[src/rtl/meter_time_sequencer.sv]
// meter_time_sequencer
// Owns the parking meter's remaining-time register. It arbitrates button add
// requests, preset switch loads and the 1 Hz decrement so that one update is
// applied per cycle and no request is lost. After each change it converts the
// binary value to BCD with an iterative double-dabble engine and publishes
// the digits and status flags to the display controller.
//
// Ports
//   clk        system clock
//   rst        synchronous active-high reset
//   tick_1hz   one-cycle pulse per second, requests a decrement
//   u,l,r,d    debounced button levels, rising edge requests an add
//   sw0,sw1    preset switch levels, rising edge loads PRESET0/PRESET1
//   curr_time  four BCD digits, thousands in [15:12]
//   bcd_valid  one-cycle pulse when curr_time and flags update
//   below200   published value < 200
//   isZero     published value == 0
//   busy       conversion engine active (load through DONE)
module meter_time_sequencer #(
   parameter int unsigned MAX_TIME = 9999,
   parameter int unsigned ADD_U    = 10,
   parameter int unsigned ADD_L    = 180,
   parameter int unsigned ADD_R    = 200,
   parameter int unsigned ADD_D    = 550,
   parameter int unsigned PRESET0  = 10,
   parameter int unsigned PRESET1  = 205
) (
   input  logic        clk,
   input  logic        rst,
   input  logic        tick_1hz,
   input  logic        u,
   input  logic        l,
   input  logic        r,
   input  logic        d,
   input  logic        sw0,
   input  logic        sw1,
   output logic [15:0] curr_time,
   output logic        bcd_valid,
   output logic        below200,
   output logic        isZero,
   output logic        busy
);

   localparam logic [13:0] MAXT = 14'(MAX_TIME);
   localparam logic [13:0] AU   = 14'(ADD_U);
   localparam logic [13:0] AL   = 14'(ADD_L);
   localparam logic [13:0] AR   = 14'(ADD_R);
   localparam logic [13:0] AD   = 14'(ADD_D);
   localparam logic [13:0] P0   = 14'(PRESET0);
   localparam logic [13:0] P1   = 14'(PRESET1);

   typedef enum logic [1:0] {S_IDLE, S_CONV, S_DONE} state_t;

   function automatic logic [13:0] sat_add(input logic [13:0] t, input logic [13:0] a);
      logic [14:0] s;
      s = {1'b0, t} + {1'b0, a};
      if (s > {1'b0, MAXT}) return MAXT;
      return s[13:0];
   endfunction

   // One double-dabble iteration over {bcd accumulator, binary shifter}.
   function automatic logic [29:0] dabble_step(input logic [15:0] acc, input logic [13:0] sh);
      logic [15:0] a;
      logic [29:0] v;
      a = acc;
      for (int i = 0; i < 4; i++) begin
         if (a[i*4 +: 4] >= 4'd5) a[i*4 +: 4] = a[i*4 +: 4] + 4'd3;
      end
      v = {a, sh} << 1;
      return v;
   endfunction

   // Request bit order: [5]=sw1 [4]=sw0 [3]=u [2]=l [1]=r [0]=d
   logic [5:0]  w_lvl;
   logic [5:0]  w_rise;
   logic [5:0]  w_serve;
   logic        w_serve_tick;
   logic        w_preset;
   logic        w_act;
   logic [13:0] w_next_time;
   logic [29:0] w_dab;

   logic [5:0]  r_prev;
   logic [5:0]  r_pend;
   logic        r_tick_pend;
   logic        r_dirty;
   logic [13:0] r_time;
   state_t      r_state;
   logic [13:0] r_shift;
   logic [15:0] r_acc;
   logic [3:0]  r_cnt;
   logic        r_snap_b200;
   logic        r_snap_zero;
   logic [15:0] r_curr_time;
   logic        r_bcd_valid;
   logic        r_below200;
   logic        r_is_zero;
   logic        r_busy;

   assign w_lvl    = {sw1, sw0, u, l, r, d};
   assign w_rise   = w_lvl & ~r_prev;
   assign w_preset = w_serve[5] | w_serve[4];
   assign w_act    = (|w_serve) | w_serve_tick;
   assign w_dab    = dabble_step(r_acc, r_shift);

   // Fixed-priority arbiter: one served request per cycle.
   always_comb begin
      w_serve      = '0;
      w_serve_tick = 1'b0;
      w_next_time  = r_time;
      if (r_pend[5]) begin
         w_serve[5]  = 1'b1;
         w_next_time = P1;
      end else if (r_pend[4]) begin
         w_serve[4]  = 1'b1;
         w_next_time = P0;
      end else if (r_pend[3]) begin
         w_serve[3]  = 1'b1;
         w_next_time = sat_add(r_time, AU);
      end else if (r_pend[2]) begin
         w_serve[2]  = 1'b1;
         w_next_time = sat_add(r_time, AL);
      end else if (r_pend[1]) begin
         w_serve[1]  = 1'b1;
         w_next_time = sat_add(r_time, AR);
      end else if (r_pend[0]) begin
         w_serve[0]  = 1'b1;
         w_next_time = sat_add(r_time, AD);
      end else if (r_tick_pend) begin
         w_serve_tick = 1'b1;
         w_next_time  = (r_time == 14'd0) ? 14'd0 : r_time - 14'd1;
      end
   end

   always_ff @(posedge clk) begin
      if (rst) begin
         r_prev      <= w_lvl;
         r_pend      <= '0;
         r_tick_pend <= 1'b0;
         r_dirty     <= 1'b0;
         r_time      <= '0;
         r_state     <= S_IDLE;
         r_shift     <= '0;
         r_acc       <= '0;
         r_cnt       <= '0;
         r_snap_b200 <= 1'b1;
         r_snap_zero <= 1'b1;
         r_curr_time <= 16'h0000;
         r_bcd_valid <= 1'b0;
         r_below200  <= 1'b1;
         r_is_zero   <= 1'b1;
         r_busy      <= 1'b0;
      end else begin
         r_prev <= w_lvl;
         // An edge on an already-pending request is dropped; a preset wipes
         // outstanding button and tick requests.
         r_pend      <= (r_pend & ~w_serve & (w_preset ? 6'b110000 : 6'b111111))
                        | (w_rise & ~r_pend);
         r_tick_pend <= (r_tick_pend & ~w_serve_tick & ~w_preset) | tick_1hz;
         r_time      <= w_next_time;
         r_bcd_valid <= 1'b0;

         // A same-cycle update keeps dirty set even while the FSM consumes it.
         r_dirty <= w_act | (r_dirty & ~(r_state == S_IDLE));

         case (r_state)
            S_IDLE: begin
               if (r_dirty) begin
                  r_shift     <= r_time;
                  r_acc       <= '0;
                  r_cnt       <= '0;
                  r_snap_b200 <= (r_time < 14'd200);
                  r_snap_zero <= (r_time == 14'd0);
                  r_busy      <= 1'b1;
                  r_state     <= S_CONV;
               end
            end
            S_CONV: begin
               r_acc   <= w_dab[29:14];
               r_shift <= w_dab[13:0];
               r_cnt   <= r_cnt + 4'd1;
               if (r_cnt == 4'd13) r_state <= S_DONE;
            end
            S_DONE: begin
               r_curr_time <= r_acc;
               r_below200  <= r_snap_b200;
               r_is_zero   <= r_snap_zero;
               r_bcd_valid <= 1'b1;
               r_busy      <= 1'b0;
               r_state     <= S_IDLE;
            end
            default: r_state <= S_IDLE;
         endcase
      end
   end

   assign curr_time = r_curr_time;
   assign bcd_valid = r_bcd_valid;
   assign below200  = r_below200;
   assign isZero    = r_is_zero;
   assign busy      = r_busy;

endmodule

[config.mk]
export PLATFORM = sky130hd
export DESIGN_NAME = meter_time_sequencer
export DESIGN_NICKNAME = d
export VERILOG_FILES = /design/src/rtl/meter_time_sequencer.sv
export SDC_FILE = /design/constraint.sdc
export NUM_CORES = 1
export LEC_CHECK = 0
export ABC_AREA = 0
export ABC_CLOCK_PERIOD_IN_PS = 4300
export BUFFER_PORTS_ARGS = -buffer_cell sky130_fd_sc_hd__buf_2
export CAP_MARGIN = 20
export CELL_PAD_IN_SITES_DETAIL_PLACEMENT = 1
export CELL_PAD_IN_SITES_GLOBAL_PLACEMENT = 2
export CORE_ASPECT_RATIO = 1.25
export CORE_MARGIN = 1
export CORE_UTILIZATION = 36
export DETAILED_ROUTE_END_ITERATION = 16
export GPL_ROUTABILITY_DRIVEN = 1
export HOLD_SLACK_MARGIN = 0.06
export PLACE_DENSITY_LB_ADDON = 0.05
export SYNTH_ARGS = -nofsm -noshare
export SYNTH_HDL_FRONTEND = slang
export SYNTH_SLANG_ARGS = --single-unit
[constraint.sdc]
create_clock -name clk -period 4.3 [get_ports clk]
set_input_delay 0.215 -clock clk [delete_from_list [all_inputs] [get_ports clk]]
set_output_delay 0.215 -clock clk [all_outputs]
set_load 0.01 [all_outputs]
After elaboration in Yosys (flattened, before gate mapping) --
Index checks and enable logic that the tools add are counted.
Word-level totals: flip-flop bits (word level) 86, input bits 9, logic and storage cells 147
Cells by class: add/sub/neg operators 10, $lt $le $gt $ge 9, equality and inequality tests 5, mux-type cells 73, bitwise logic cells 18, reduce and logical (&&, ||, !) cells 14
Operators by type and width (count):
- $mux 14 | 15
- $gt 15x14->1 const B | 4
- $mux 1 | 38
- $pmux 16 s2 | 1
- $add 14x8->15 const B | 2
- $pmux 14 s2 | 1
- $and 6x6->6 | 4
- $mux 4 | 6
- $not 6->6 | 3
- $ge 4x3->1 const B | 4
- $mux 16 | 1
- $mux 8 | 2
- $add 14x10->15 const B | 1
- $add 14x4->15 const B | 1
- $logic_not 14->1 | 1
- $lt 14x8->1 const B | 1
- $sub 14x1->14 const B | 1
- $add 4x2->4 const B | 3
- $pmux 4 s2 | 1
- $reduce_and 2->1 | 4
- $reduce_bool 7->1 | 1
- $mux 2 | 3
- $mux 3 | 2
- $or 6x6->6 | 1
- other kinds (19) | 28

Longest topological paths before layout --
Gate-level depths: netlist of run 1.
depth in word-level cells 16, depth in mapped cells 14, depth with buffers taken out 11

Worst setup path before layout of run 1 --
OpenSTA, ideal clock, no wires.
kind register to register, start register r_time[1], end register r_time[0], arrival 3.066 ns, required time 4.214 ns, setup slack 1.148 ns, stages on the path, launching flop included 13, path buffers 1, clock period less this slack 3.152 ns, cell sequence dfxtp_1 > buf_2 > inv_1 > ha_1 > and2b_1 > o21ai_2 > or3_1 > a211o_1 > o221a_4 > o31a_1 > a2111oi_2 > nor2_1 > a221oi_2
Between the ends: word-level cells in the longest chain between the ends 16, elaborated cells between the ends (all ways) 43, those cells by class add/sub (4); order compare (4); mux (34); reduce/logical (1)
RTL lines:
- start, declared | line 87 | logic [13:0] r_time;
- start signal, assigned | line 160 | r_time <= w_next_time;
- $add 14x10->15 | line 56 | s = {1'b0, t} + {1'b0, a};
- $gt 15x14->1 | line 57 | if (s > {1'b0, MAXT}) return MAXT;
- $mux 1 | line 57
- $mux 1 | line 126 | end else if (r_pend[0]) begin
- $mux 1 | line 123 | end else if (r_pend[1]) begin
- $mux 1 | line 120 | end else if (r_pend[2]) begin
- $mux 1 | line 117 | end else if (r_pend[3]) begin
- $mux 1 | line 114 | end else if (r_pend[4]) begin
- $mux 1 | line 111 | if (r_pend[5]) begin
- $mux 14 | line 58 | return s[13:0];
- $mux 14 | line 126
- $mux 14 | line 123
- $mux 14 | line 120
- $mux 14 (*) | line 117
- $mux 8 (*) | line 114
- $mux 8 (*) | line 111
Mark *: on every way between the ends. The rest lies on a longest branch, timed or not. The select of a mux whose other input is x is not followed. A chain may end at the register's enable or synchronous reset.

Final worst setup path of run 1 --
start register r_time[7], end register r_time[9]
Between the ends: word-level cells in the longest chain between the ends 14, elaborated cells between the ends (all ways) 42, those cells by class add/sub (5); order compare (4); mux (32); reduce/logical (1)
RTL lines (line):
- $add 14x10->15 | 56
- $gt 15x14->1 | 57
- $mux 1 | 57
- $mux 1 | 126
- $mux 1 | 123
- $mux 1 | 120
- $mux 1 | 117
- $mux 1 | 114
- $mux 1 | 111
- $mux 14 | 58
- $mux 14 | 126
- $mux 14 | 123
- $mux 14 | 120
- $mux 14 (*) | 117
Marked as above.

==> reports/results.tsv, run 1 <==
stage	metric	value	unit
yosys	Synth top area share	0.293	
drt	via count	6180	
pwr	Switching Share	0.402	
pwr	part of the power in registers	0.348	
pwr	switching power	1.12	mW
critical_path	CP Data Arrival Time	4240	ps
grt	initial antenna violation count	0	
floorplanning	die width	116	um
floorplanning	core area	15800	um^2
timing	max-slew violations	0	
critical_path	Worst path top cell family by delay	compound AO/OA/AOI/OAI gates	
critical_path	startpoint type of the worst setup path	flip-flop	
floorplanning	Starting Density	0.372	
yosys	most area-hungry cell type in the Yosys netlist	dfxtp_1	
yosys	most frequent cells after synthesis	99 x nand2_1, 96 x nor2_1, 86 x dfxtp_1	
yosys	Synth cell types	76	
critical_path	worst-path fanout max	16	
yosys	synthesized area	5870	um^2
critical_path	Worst path slowest cell	a311oi_1	
cts	CTS Sinks	86	
timing	fin crit share	0.917	
critical_path	Slowest Stage Delay on Critical Path	760	ps
timing	setup TNS	0	ps
cts	TritonCTS clock tree	built	
pwr	power share of the clock group	0.296	
pwr	Internal	1.66	mW
critical_path	Worst setup EP type	flip-flop	
floorplanning	I/O pin count	29	
layout	area grow syn2layout	12.3	%
cts	TritonCTS Buffers	9	
cts	Worst-Skew Late Latency	350	ps
critical_path	Worst R2R End	r_time[9]	
yosys	Async SR Flop Fraction	0	
flow_run	max cap viols	0	
floorplanning	die height	145	um
cts	H-tree depth	3	
pwr	P_leak	2.45	nW
yosys	syn nets	841	
place	Detailed Place HPWL	17100	um
drt	# DRC	0	
yosys	Area contributors post-synth	dfxtp_1 29%, a21oi_1 6.5%, nand2_1 6.3%	
grt	vias in the first global route	6442	
place	I/O Buffers	28	
critical_path	flop2flop setup slack	360	ps
grt	GRT Util Overall	0.288	
yosys	Synth Area per Inst	7.29	um^2
yosys	most common cell in the netlist	nand2_1	
timing	Max Freq	0.254	GHz
yosys	warnings from Yosys	0	
grt	pin count of the biggest net entering global routing	75	
timing	Slew @ Worst Pin	978	ps
timing	minimum clock period	3940	ps
layout	ratio of cells with drive above 1 in the final layout	0.107	
timing	Setup Skew	11.4	ps
pwr	Comb power frac	0.355	
timing	relative slew slack	0.344	
drt	Post-Route WL	23100	um
min_path	Hold Path Class	in -> reg	
place	GP Congestion	0.958	
drt	wire per inst	22.4	um
timing	Final Hold Fails	0	
pwr	power per cell area	422	nW/um^2
critical_path	critical path cell sequence	buf_4 -> a311oi_1 -> o21ai_0 -> a32oi_1 -> a41oi_1 -> o21ai_0 -> buf_4 -> a31oi_1 -> a221oi_1 -> a21o_1	
timing	RSZ-0062 raised after global routing	false	
grt	grt ovf	0	
min_path	hold endpoint	r_tick_pend	
min_path	Hold Path Stages	3	
cts	count of cells resized by post-cts repair	0	
layout	# diodes	0	
yosys	Top FF cell, synth	dfxtp_1	
critical_path	FF-to-FF path depth	10	
timing	# setup viols final	0	
drt	Vias/cell	5.99	
critical_path	worst path bufs/invs	2	
critical_path	Setup CP Type	reg -> reg	
critical_path	worst reg2reg startpoint	r_time[7]	
cts	Clk Tree Root Cell	clkbuf_16	
cts	Clock Pin Slew Worst Setup and Hold Paths	70	ps
status	outcome	finished, final reports clean	
layout	Final nets	851	
floorplanning	Die ar.	16800	um^2
timing	Hold WS	109	ps
drt	DRT Pass-1 Iters	5	
yosys	Post-Synthesis Cells	805	
yosys	Post-synth EDFFs	0	
critical_path	worst path required time	4590	ps
cts	clock buffer depth	2	
drt	Detail Route Antenna Nets	0	
yosys	flops & latches, synth	86	
pwr	Max VDD drop	0.208	mV
drt	Initial DRC Count	404	
min_path	hold_sp	tick_1hz	
yosys	register area share after synthesis	0.293	
grt	first-pass GRT wire length	36300	um
pwr	total power	2.78	mW
floorplanning	Core Rows	51	
-- worst reg2reg max path, cell delays in order (launching register included) --
cell      delay [ps]
dfxtp_1          580
buf_4            320
a311oi_1         770
o21ai_0          200
a32oi_1          420
a41oi_1          140
o21ai_0          530
buf_4            240
a31oi_1           60
a221oi_1         500
a21o_1           130
-- power groups by stage --
stage / combinational [mW] / sequential (mW) / clock, mW
after floorplan: 0.696 / 0.905 / 0
after global placement: 0.955 / 0.979 / 0
after detailed placement: 0.966 / 0.982 / 0
after CTS: 0.977 / 0.964 / 0.842
after global routing: 1.07 / 0.977 / 0.871
final: 0.990 / 0.970 / 0.825
-- cells in the final DEF, fill, tap and decap left out, types with 4 or more instances in the layout --
cell / instances
a2111oi_0: 15
a211o_1: 6
a211oi_1: 5
a21o_1: 4
a21oi_1: 76
a221oi_1: 4
a31oi_1: 11
a32oi_1: 7
and2_1: 4
buf_2: 28
buf_4: 29
clkbuf_16: 9
dfxtp_1: 86
dlygate4sd3_1: 6
ha_1: 27
inv_1: 25
nand2_1: 99
nand2b_1: 9
nand3_1: 19
nand4_1: 12
nor2_1: 96
nor2b_1: 7
nor3_1: 27
nor4_1: 9
o211ai_1: 7
o21ai_0: 49
o221ai_1: 5
o22ai_1: 7
o31ai_1: 7
or2_2: 6
or3_1: 14
xnor2_1: 24
xor2_1: 9
-- sequential cells by signal, summed over array words and instances, names as in the netlist --
| signal | flops |
|---|---|
| r_shift | 14 |
| below200 | 1 |
| r_pend | 6 |
| r_cnt | 4 |
| bcd_valid | 1 |
| r_tick_pend | 1 |
| r_snap_b200 | 1 |
| r_acc | 16 |
| r_time | 14 |
| r_prev | 6 |
| r_snap_zero | 1 |
| busy | 1 |
| isZero | 1 |
| curr_time | 16 |
| r_dirty | 1 |
| r_state | 2 |
-- through the flow --
step / utilization / std cells / worst slack, ps / instance area (um^2)
final: 0.418 / 1032 / 355 / 6590
after global routing: 0.418 / 1032 / 269 / 6590
after CTS: 0.418 / 1032 / 541 / 6590
after detailed placement: 0.395 / 1010 / 596 / 6220
after global placement: 0.395 / 1010 / 565 / 6220
after floorplan: - / 805 / 1150 / 5870
-- cell families after synthesis --
logic type	count (synthesis)	share of synthesized area
compound gates	245	0.278
xor+xnor	33	0.0492
fa+ha+maj	27	0.0576
buf+inv	90	0.0622
flops	86	0.293
mux	1	0.00192
simple gates	323	0.258
-- routing by layer --
| metal | track usage | share of wire | wire length, um | vias up |
|---|---|---|---|---|
| met4 | 0.158 | 0.050 | 1160 | 0 |
| met3 | 0.0462 | 0.039 | 904 | 59 |
| met5 | 0 | 0 | 0 | - |
| li1 | - | - | - | 2916 |
| met1 | 0.325 | 0.41 | 9370 | 3037 |
| met2 | 0.513 | 0.51 | 11700 | 168 |
-- cell type report --
type / count / area [um^2]
Clock buffer: 10 / 229
Clock inverter: 6 / 78.8
Fill cell: 1994 / 9170
Inverter: 26 / 97.6
Multi-Input combinational cell: 629 / 3780
Sequential cell: 86 / 1720
Tap cell: 212 / 265
Timing Repair Buffer: 63 / 418
-- how the worst max path moves through the flow --
stage	startpoint	end	slack (ps)	depth (start not counted)
after floorplan	r_time[1]	r_time[0]	1150	12
after global routing	r_time[2]	r_time[1]	270	11
after CTS	r_time[2]	r_time[2]	540	11
final	r_time[7]	r_time[9]	360	10
after detailed placement	r_time[7]	r_time[9]	600	10
after global placement	r_time[7]	r_time[9]	570	10
-- what timing repair did --
| action | in CTS | in global routing |
|---|---|---|
| hold buffers | 6 | 0 |
| endpoints found under the hold margin | 6 | 0 |
| setup buffers | 0 | 0 |
No activity file was read; power rests on OpenSTA's default activity.
==> run 2, diff against run 1 <==
--- a/config.mk
+++ b/config.mk
@@ -13,5 +13,4 @@
 export CELL_PAD_IN_SITES_GLOBAL_PLACEMENT = 2
 export CORE_ASPECT_RATIO = 1.25
-export CORE_MARGIN = 1
 export CORE_UTILIZATION = 36
 export DETAILED_ROUTE_END_ITERATION = 16
==> constraint.sdc (replaced) <==
create_clock -name clk -period 4.3 [get_ports clk]
set_input_delay 0.86 -clock clk [delete_from_list [all_inputs] [get_ports clk]]
set_output_delay 0.86 -clock clk [all_outputs]
set_load 0.01 [all_outputs]
==> run 2 against run 1 <==
Clock power down 0.5%. Setup slack better by 84 ps. Via count down 0.11%. Fmax up 2.2%. First-iteration DRC count down 6.7%. Hold slack better by 280 ps. Clock skew down 0.82 ps. Core utilization down 0.38 points. Largest cell class unchanged. Register-to-register slack better by 80 ps. Sequential share of layout area up 0.24 points. Wire length down 0.25%. Count of clock-buffer cells in the layout unchanged.
==> reports/results.tsv, run 2 (same netlist as run 1, synthesis figures left out) <==
stage	metric	value	unit	change
floorplanning	Core Rows	51		unchanged
cts	hold_buf cts	0		was 6
cts	Clock Pin Slew Worst Setup and Hold Paths	70	ps	about the same
critical_path	worst path required time	4590	ps	about the same
drt	Vias/cell	6.02		was 5.99
grt	pin count of the biggest net entering global routing	75		unchanged
timing	Slew @ Worst Pin	984	ps	was 978 ps
drt	via count	6173		was 6180
cts	Clk Tree Root Cell	clkbuf_16		unchanged
timing	Hold WS	386	ps	was 109 ps
grt	first-pass GRT wire length	36200	um	was 36300 um
layout	commonest non-fill, non-tap cell in the layout	nand2_1		unchanged
cts	TritonCTS clock tree	built		unchanged
timing	RSZ-0062 raised after global routing	false		unchanged
layout	# diodes	0		unchanged
layout	FILL cells	1997		was 1994
flow_run	max cap viols	0		unchanged
place	Detailed Place HPWL	17100	um	unchanged
cts	H-tree depth	3		unchanged
layout	area of the multi-input gates	3780	um^2	unchanged
min_path	Hold Path Class	reg -> reg		was in -> reg
timing	max-slew violations	0		unchanged
timing	Final Hold Fails	0		unchanged
grt	vias in the first global route	6415		was 6442
critical_path	startpoint type of the worst setup path	flip-flop		unchanged
grt	GRT Util Overall	0.287		was 0.288
timing	# setup viols final	0		unchanged
floorplanning	die width	116	um	unchanged
timing	Setup Skew	10.6	ps	was 11.4 ps
floorplanning	I/O pin count	29		unchanged
critical_path	Worst path slowest cell	a311oi_1		unchanged
pwr	power per cell area	425	nW/um^2	was 422 nW/um^2
cts	CTS Sinks	86		unchanged
floorplanning	Die ar.	16800	um^2	unchanged
critical_path	worst path bufs/invs	2		unchanged
cts	clock buffer depth	2		unchanged
pwr	Max VDD drop	0.208	mV	about the same
timing	fin crit share	0.898		was 0.917
pwr	P_leak	2.43	nW	was 2.45 nW
drt	Detail Route Antenna Nets	0		unchanged
drt	DRT Pass-1 Iters	5		unchanged
drt	wire per inst	22.5	um	was 22.4 um
drt	Initial DRC Count	377		was 404
critical_path	Worst setup EP type	flip-flop		unchanged
cts	count of cells resized by post-cts repair	0		unchanged
place	GP Congestion	0.958		unchanged
timing	relative slew slack	0.344		about the same
cts	TritonCTS Buffers	9		unchanged
grt	initial antenna violation count	0		unchanged
status	outcome	finished, final reports clean		unchanged
timing	Max Freq	0.259	GHz	was 0.254 GHz
layout	Reg area	1720	um^2	unchanged
drt	# DRC	0		unchanged
floorplanning	Starting Density	0.372		unchanged
critical_path	Setup CP Type	reg -> reg		unchanged
floorplanning	core area	15800	um^2	unchanged
timing	setup TNS	0	ps	unchanged
place	I/O Buffers	28		unchanged
cts	Post-CTS Setup Bufs	0		unchanged
timing	minimum clock period	3860	ps	was 3940 ps
critical_path	Worst path top cell family by delay	compound AO/OA/AOI/OAI gates		unchanged
critical_path	CP Data Arrival Time	4150	ps	was 4240 ps
drt	Post-Route WL	23100	um	about the same
layout	most frequent cells in the layout	99 x nand2_1, 96 x nor2_1, 86 x dfxtp_1, 76 x a21oi_1, 49 x o21ai_0		unchanged
cts	Worst-Skew Late Latency	350	ps	about the same
critical_path	worst-path fanout max	16		unchanged
layout	ratio of cells with drive above 1 in the final layout	0.108		was 0.107
critical_path	Slowest Stage Delay on Critical Path	700	ps	was 760 ps
grt	grt ovf	0		unchanged
floorplanning	die height	145	um	unchanged
layout	area grow syn2layout	11.3	%	was 12.3%
critical_path	critical path cell sequence	buf_4 -> a311oi_1 -> o21ai_0 -> a32oi_1 -> a41oi_1 -> o21ai_0 -> buf_4 -> a31oi_1 -> a221oi_1 -> a21o_1		unchanged
layout	Final nets	845		was 851
## run 2: final timing paths
| check | from | endpoint | slack (ps) | cells past startpoint |
|---|---|---|---|---|
| max | r_time[7] | r_time[9] | 440 | 10 |
| min | r_prev[5] | r_pend[5] | 390 | 1 |
| max reg2reg | r_time[7] | r_time[9] | 440 | 10 |
| min reg2reg | r_prev[5] | r_pend[5] | 390 | 1 |
## run 2: final cells by class
cell class                 instances  share of cell area
clock inverter                     6              0.0121
sequential                        86               0.264
tap                              212              0.0406
timing repair buffer              57              0.0548
inverter                          26              0.0149
multi-input combinational        629               0.579
clock buffer                      10              0.0351
## run 2: layer usage
layer	track usage	routed length [um]
met5	0	0
met3	0.0471	992
met1	0.324	9250
met4	0.158	1250
met2	0.511	11600
## run 2: stage by stage
stage	area [um^2]	setup slack (ps)	std cells	power (mW)	utilization
floorplan	5870	1150	805	1.60	-
global placement	6220	565	1010	1.93	0.395
detailed placement	6220	596	1010	1.95	0.395
CTS	6530	541	1026	2.78	0.414
global route	6530	269	1026	2.91	0.414
finish	6530	439	1026	2.77	0.414
## run 2: power by group
group	switching (mW)	internal, mW	leakage, nW
registers	0.117	0.852	0.703
clock network	0.358	0.463	0.151
logic	0.638	0.346	1.57
